$ cat config.mk
export PLATFORM = sky130hd
export DESIGN_NAME = uart_8n1_transmitter
export DESIGN_NICKNAME = d
export VERILOG_FILES = /design/src/rtl/uart_8n1_transmitter.sv
export SDC_FILE = /design/constraint.sdc
export NUM_CORES = 1
export LEC_CHECK = 0
export ABC_AREA = 1
export BUFFER_PORTS_ARGS = -buffer_cell sky130_fd_sc_hd__buf_2
export CAP_MARGIN = 20
export CORE_ASPECT_RATIO = 1.1
export CORE_MARGIN = 2
export CORE_UTILIZATION = 47
export DETAILED_ROUTE_END_ITERATION = 16
export PLACE_DENSITY = 0.73
export REMOVE_ABC_BUFFERS = 1
export SLEW_MARGIN = 20
export SYNTH_ARGS = -nofsm -noshare
export SYNTH_HDL_FRONTEND = slang
export SYNTH_SLANG_ARGS = --single-unit
$ cat constraint.sdc
create_clock -name clk_baud_16x -period 2.85 [get_ports clk_baud_16x]
set_input_delay 0.7125 -clock clk_baud_16x [delete_from_list [all_inputs] [get_ports clk_baud_16x]]
set_output_delay 0.7125 -clock clk_baud_16x [all_outputs]
set_load 0.05 [all_outputs]
$ cat src/rtl/uart_8n1_transmitter.sv
// 8N1 UART transmitter with a one-byte holding register in front of the shifter.
// Optional line-break generation is enabled with `define UART_TX_BREAK_EN.
module uart_8n1_transmitter #(
  parameter int unsigned OVERSAMPLE = 16,
  parameter int unsigned DATA_BITS  = 8
) (
  input  logic                 clk_baud_16x,
  input  logic                 reset,
  input  logic [DATA_BITS-1:0] send_data,
  input  logic                 send_write,
`ifdef UART_TX_BREAK_EN
  input  logic                 send_break,
`endif
  output logic                 send_ready,
  output logic                 send_busy,
  output logic                 tx
);

  localparam int unsigned CW = (OVERSAMPLE > 1) ? $clog2(OVERSAMPLE) : 1;
  localparam int unsigned IW = (DATA_BITS > 1) ? $clog2(DATA_BITS) : 1;
  localparam logic [CW-1:0] CNT_LAST = CW'(OVERSAMPLE - 1);
  localparam logic [IW-1:0] IDX_LAST = IW'(DATA_BITS - 1);

  typedef enum logic [2:0] {
    S_IDLE,
    S_START,
    S_DATA,
    S_STOP
`ifdef UART_TX_BREAK_EN
    , S_BRK,
    S_BRK_GAP
`endif
  } state_t;

  state_t               r_state, w_state_nxt;
  logic [CW-1:0]        r_cnt, w_cnt_nxt;
  logic [IW-1:0]        r_idx, w_idx_nxt;
  logic [DATA_BITS-1:0] r_shift, w_shift_nxt;
  logic [DATA_BITS-1:0] r_hold;
  logic                 r_hold_valid, w_hold_valid_nxt;
  logic                 r_tx, w_tx_nxt;
  logic                 r_busy, w_busy_nxt;
  logic                 w_accept, w_load, w_cnt_last, w_brk;

`ifdef UART_TX_BREAK_EN
  assign w_brk = send_break;
`else
  assign w_brk = 1'b0;
`endif

  assign w_accept   = send_write & ~r_hold_valid;
  assign w_cnt_last = (r_cnt == CNT_LAST);

  always_comb begin
    w_state_nxt = r_state;
    w_cnt_nxt   = r_cnt + 1'b1;
    w_idx_nxt   = r_idx;
    w_load      = 1'b0;
    case (r_state)
      S_IDLE: begin
        w_cnt_nxt = '0;
        if (w_brk) begin
`ifdef UART_TX_BREAK_EN
          w_state_nxt = S_BRK;
`endif
        end else if (r_hold_valid) begin
          w_state_nxt = S_START;
          w_load      = 1'b1;
        end
      end
      S_START: begin
        if (w_cnt_last) begin
          w_state_nxt = S_DATA;
          w_cnt_nxt   = '0;
          w_idx_nxt   = '0;
        end
      end
      S_DATA: begin
        if (w_cnt_last) begin
          w_cnt_nxt = '0;
          if (r_idx == IDX_LAST) w_state_nxt = S_STOP;
          else                   w_idx_nxt   = r_idx + 1'b1;
        end
      end
      S_STOP: begin
        // A queued byte chains straight into its start bit unless a break is pending.
        if (w_cnt_last) begin
          w_cnt_nxt = '0;
          if (r_hold_valid && !w_brk) begin
            w_state_nxt = S_START;
            w_load      = 1'b1;
          end else begin
            w_state_nxt = S_IDLE;
          end
        end
      end
`ifdef UART_TX_BREAK_EN
      S_BRK: begin
        w_cnt_nxt = '0;
        if (!send_break) w_state_nxt = S_BRK_GAP;
      end
      S_BRK_GAP: begin
        if (w_cnt_last) begin
          w_state_nxt = S_IDLE;
          w_cnt_nxt   = '0;
        end
      end
`endif
      default: begin
        w_state_nxt = S_IDLE;
        w_cnt_nxt   = '0;
      end
    endcase

    w_shift_nxt      = w_load ? r_hold : r_shift;
    w_hold_valid_nxt = w_load ? 1'b0 : (w_accept ? 1'b1 : r_hold_valid);

    // tx is registered from the next state so the line changes on the same edge as the state.
    case (w_state_nxt)
      S_START: w_tx_nxt = 1'b0;
      S_DATA:  w_tx_nxt = w_shift_nxt[w_idx_nxt];
`ifdef UART_TX_BREAK_EN
      S_BRK:   w_tx_nxt = 1'b0;
`endif
      default: w_tx_nxt = 1'b1;
    endcase

    w_busy_nxt = (w_state_nxt != S_IDLE) | w_hold_valid_nxt;
  end

  always_ff @(posedge clk_baud_16x) begin
    if (reset) begin
      r_state      <= S_IDLE;
      r_cnt        <= '0;
      r_idx        <= '0;
      r_shift      <= '0;
      r_hold       <= '0;
      r_hold_valid <= 1'b0;
      r_tx         <= 1'b1;
      r_busy       <= 1'b0;
    end else begin
      r_state      <= w_state_nxt;
      r_cnt        <= w_cnt_nxt;
      r_idx        <= w_idx_nxt;
      r_shift      <= w_shift_nxt;
      r_hold_valid <= w_hold_valid_nxt;
      r_tx         <= w_tx_nxt;
      r_busy       <= w_busy_nxt;
      if (w_accept) r_hold <= send_data;
    end
  end

  assign send_ready = ~r_hold_valid;
  assign send_busy  = r_busy;
  assign tx         = r_tx;

endmodule
==> Yosys cells after proc, flatten, opt, wreduce, memory -nomap -nowiden <==
Cells that the tools add are included.
Widths: inputs -> output; s select.
{ "totals": {"in_bits": 11, "wordCells": 46, "ff_bits": 29} }
{ "op_classes": {"addsub": 2, "n_mux": 20, "n_eq_ne": 7, "n_lt_le_gt_ge": 1, "n_bitwise": 4, "n_reduce_logical": 4} }
{ "ops": {"columns": ["op", "count"], "rows": [
  ["$mux 3", 8],
  ["$pmux 3 s4", 1],
  ["$eq 3x2->1 const B", 3],
  ["$mux 8", 1],
  ["$eq 3x1->1 const B", 2],
  ["$mux 1", 6],
  ["$pmux 3 s2", 1],
  ["$reduce_or 3->1", 2],
  ["$add 4x1->4 const B", 1],
  ["$eq 4x4->1 const B", 1],
  ["$lt 3x4->1 const B", 1],
  ["$pmux 1 s2", 2],
  ["$add 3x1->3 const B", 1],
  ["$bmux 1 s3", 1],
  ["$eq 3x3->1 const B", 1],
  ["$logic_not 3->1", 1],
  ["$reduce_bool 3->1", 1],
  ["$not 1->1", 2],
  ["$and 1x1->1", 1],
  ["$or 1x1->1", 1]
]} }

==> Depth between registers and ports, before layout <==
{ "logic_depth": {"word_depth": 7, "mapped_depth": 15} }

==> Least setup slack after synthesis <==
Ideal clock, no wire load.
{ "synth_timing": {"kind": "reg2reg", "startpoint": "register r_cnt[0]", "endpoint": "register r_tx (netlist: tx)", "period_less_slack_ns": 1.563, "t_arrival_ns": 1.454, "t_required_ns": 2.741, "n_path_buf": 0, "path_stages_with_launch": 15, "slack_ns": 1.287, "path_cell_list": "dfxtp_1 ha_1 nand2_1 nor2_4 nand3_4 nand2_4 nand2_1 nand2_1 nand2_1 nand3_1 nand2_1 nand2_1 nand3_1 nand2_1 inv_1"} }
{ "synth_via": {"elab_chain_cells": 7, "elab_cells_between_ends": 16, "cone_classes": "eq/ne: 3; mux: 13"} }
{ "synth_rtl": {"columns": ["element", "line_no", "rtl"], "rows": [
  ["from (decl)", "36", "logic [CW-1:0] r_cnt, w_cnt_nxt;"],
  ["from (signal assigned)", "143", "r_cnt <= w_cnt_nxt;"],
  ["$eq 4x4->1 *", "52", "assign w_cnt_last = (r_cnt == CNT_LAST);"],
  ["$mux 1", "87", "if (w_cnt_last) begin"],
  ["$pmux 1 s2", "59", "case (r_state)"],
  ["$mux 8", "115", "w_shift_nxt = w_load ? r_hold : r_shift;"],
  ["$bmux 1 s3", "121", "S_DATA: w_tx_nxt = w_shift_nxt[w_idx_nxt];"],
  ["$mux 1 (not written as such)", "121", null],
  ["$pmux 1 s2 *", "119", "case (w_state_nxt)"],
  ["to (signal assigned)", "147", "r_tx <= w_tx_nxt;"],
  ["to (decl)", "41", "logic r_tx, w_tx_nxt;"]
]} }
Mark *: on every way between the ends. The rest lies on a longest branch, timed or not. The select of a mux whose other input is x is not followed.
A chain may end at the register's enable or synchronous reset.

==> Worst setup path in the final report <==
{ "layout_timing": {"startpoint": "register r_hold_valid", "endpoint": "output port send_ready"} }
{ "layout_via": {"elab_chain_cells": 1} }
{ "layout_rtl": {"columns": ["element", "line_no", "rtl"], "rows": [
  ["from (decl)", "40", "logic r_hold_valid, w_hold_valid_nxt;"],
  ["from (signal assigned)", "146", "r_hold_valid <= w_hold_valid_nxt;"],
  ["$not 1->1", "153", "assign send_ready = ~r_hold_valid;"],
  ["to (decl)", "14", "output logic send_ready,"]
]} }
Every way passes these cells.

==> metrics <==
status=completed; Worst Path Arrival=1.15 ns; TritonCTS Sinks=29; total negative slack=0 ns; final period utilization=0.653; fin crit period=1.86 ns; Hold Path Depth=1; final wirelength=2.59 mm; cts hold-fix bufs=0; Top Ports=14; reg2reg setup slack=1.03 ns; Syn-to-layout area delta=11.0%; WS Path Type=reg2out; WL/cell=10.9 um; Die Area=3350 um2; Slew HR=0.661; nets=219; Crit Path Max Fanout=6; Avg Vias per Cell=4.94; pin count of the biggest net entering global routing=18; setup violators final=0; vias in the first global route=1094; Lkg Pwr=0.679 nW; initial core utilization=0.492; GRT Util Overall=0.177; RSZ-0062 raised after global routing=false; nature of the critical path endpoint=output port; r2r startpoint=r_cnt[0]$_SDFF_PP0_; Final Slew Violations=0; clock share of power=0.321; Post-CTS Setup Repair Bufs=0; IO Port Bufs=13; total gr overflow=0; row count=20; vias=1180; Post-DP Area=1460 um2; critical path startpoint=r_hold_valid$_SDFF_PP0_; Synth Warn #=0; initial antenna violation count=0; Clock Path Buffers=2; Clk pin slew, worst setup/hold paths=0.09 ns; Seq/Total Area, Yosys=0.425; crit path launch type=flop; Cells after Synth=189; Die Ht=60.6 um; GPL Wtd Cong=0.828; total CTS buffers=5; core area=2780 um2; die width=55.4 um; Final ANT Viol Nets=0; synthesized cell area=1370 um2; Flop pwr share=0.562; Hold EP=r_cnt[0]$_SDFF_PP0_; sw power=0.000203 W; hpwl dp=2.01 mm; power per cell area=512 nW/um2; combinational power share=0.117; global-route wire length before repair=4.44 mm; R2R cell count=14; Final Instance Area=1520 um2; Fin. Hold Viols=0; clock root buffer=clkbuf_4; post-CTS sizing=0; first-pass iteration count of the detailed router=4; fill count=277; Worst-Margin Slew=0.506 ns; CTS H-tree lvls=2; switch share=0.261; Critical Path RT=2.14 ns; Antenna diodes=0; Fmax=538 MHz; r2r endpoint=tx$_SDFF_PP1_; Max Cap Violations=0; share of layout cells above drive strength 1=0.175; Worst-Skew Late Latency=0.33 ns; Hold Crit Class=reg2reg; internal power consumption=0.000573 W; Peak VDD IR=0.345 mV; worst hold start=r_cnt[0]$_SDFF_PP0_; final clock skew=0.0146 ns; initial drt markers=25; CTS tree=yes; DRC violations left=0; synthesized flop and latch total=29; mean area per synthesized cell=7.23 um2; synth unique cells=27
-- logic make-up (layout without fill, tap and decap cells) --
logic type / count (synthesis) / in the layout / synth area share
AND/OR/NAND/NOR: 101 / 101 / 0.362
buffers and inverters: 30 / 47 / 0.0824
flip-flops: 29 / 29 / 0.425
AO/OA/AOI/OAI: 26 / 26 / 0.110
adder cells (fa/ha/maj): 2 / 2 / 0.0183
other: 1 / 1 / 0.00274
-- worst max path at each step --
stage	to	cells past startpoint	slack, ns
finish	send_ready	2	0.99
global placement	tx$_SDFF_PP1_	14	1.01
global route	tx$_SDFF_PP1_	14	0.81
floorplan	tx$_SDFF_PP1_	14	1.29
detailed placement	tx$_SDFF_PP1_	14	1.04
CTS	send_ready	2	0.97
-- worst max-delay path: stages (launching register included) --
cell	delay (ns)
dfxtp_1	0.51
inv_1	0.09
buf_2	0.22
-- synth_stat cells --
master,count,area share
o21ai_1,2,0.0073
nor2_4,2,0.016
nor2_1,18,0.049
a211oi_1,1,0.0055
nor3b_1,1,0.0055
a21oi_4,1,0.012
ha_1,2,0.018
nand4_2,1,0.0092
inv_1,23,0.063
inv_2,4,0.011
o211ai_1,1,0.0055
nand2_2,3,0.014
nand2_4,1,0.0082
dfxtp_1,29,0.42
nand3b_1,4,0.022
a21oi_1,10,0.037
nand3_1,18,0.066
a31oi_1,1,0.0046
o21bai_1,1,0.0055
nor3_1,1,0.0037
clkbuf_1,3,0.0082
conb_1,1,0.0027
nand2_1,47,0.13
nor3_4,1,0.012
nor2_2,3,0.014
nand3_4,1,0.013
o21ai_0,9,0.033
-- metrics by stage --
| stage | power, W | setup slack, ns | hold slack (ns) | utilization | cells |
|---|---|---|---|---|---|
| 4_1_cts | 0.000787 | 0.974 | 0.453 | 0.546 | 239 |
| 3_5_place_dp | 0.000537 | 1.04 | 0.437 | 0.526 | 232 |
| 6_report | 0.000776 | 0.990 | 0.455 | 0.546 | 239 |
| 5_1_grt | 0.000822 | 0.809 | 0.476 | 0.546 | 239 |
| 2_1_floorplan | 0.000510 | 1.29 | 0.418 | - | 186 |
| 3_3_place_gp | 0.000535 | 1.01 | 0.442 | 0.526 | 232 |
-- sequential cells by signal, indices dropped and copies added, names as in the netlist --
register and cells:
send_busy 1, r_hold_valid 1, tx 1, r_idx 3
r_hold 8, r_cnt 4, r_shift 8, r_state 3
-- per-layer routing --
layer | share of wire | global-route usage | vias up
met1 | 0.46 | 0.193 | 511
met3 | 0.044 | 0.0597 | 9
li1 | - | - | 634
met2 | 0.46 | 0.303 | 26
met5 | 0 | 0 | -
met4 | 0.033 | 0.111 | 0
-- cells in the final DEF (no fill, tap or decap) --
| cell | instances |
|---|---|
| inv_1 | 23 |
| nand2_4 | 1 |
| clkbuf_8 | 1 |
| clkbuf_4 | 5 |
| nor3_1 | 1 |
| inv_2 | 4 |
| nand3_4 | 1 |
| a211oi_1 | 1 |
| nand2_1 | 47 |
| nand3b_1 | 4 |
| nand4_2 | 1 |
| nor3b_1 | 1 |
| o21ai_1 | 2 |
| nor2_4 | 2 |
| nand3_1 | 18 |
| nor2_1 | 18 |
| nor2_2 | 3 |
| o211ai_1 | 1 |
| nor3_4 | 1 |
| dfxtp_1 | 29 |
| a31oi_1 | 1 |
| o21bai_1 | 1 |
| conb_1 | 1 |
| a21oi_4 | 1 |
| buf_2 | 13 |
| a21oi_1 | 10 |
| clkbuf_1 | 1 |
| nand2_2 | 3 |
| ha_1 | 2 |
| o21ai_0 | 9 |
-- power by group through the flow --
stage / combinational [W] / sequential, W / clock [W]
after floorplan: 0.0000592 / 0.000451 / 0
after global placement: 0.0000903 / 0.000445 / 0
after detailed placement: 0.0000917 / 0.000445 / 0
after CTS: 0.0000920 / 0.000436 / 0.000259
after global routing: 0.000104 / 0.000438 / 0.000280
final: 0.0000910 / 0.000436 / 0.000249
-- cell type report --
cell class / instances / area [um2] / share of cell area
inverters: 27 / 101 / 0.0668
flip-flops and latches: 29 / 581 / 0.383
multi-input cells: 130 / 673 / 0.444
repair buffers: 13 / 65.1 / 0.0429
well taps: 33 / 41.3 / 0.0272
clock buffers: 7 / 55.1 / 0.0363
Note: power is estimated with default switching activity, not from simulation.
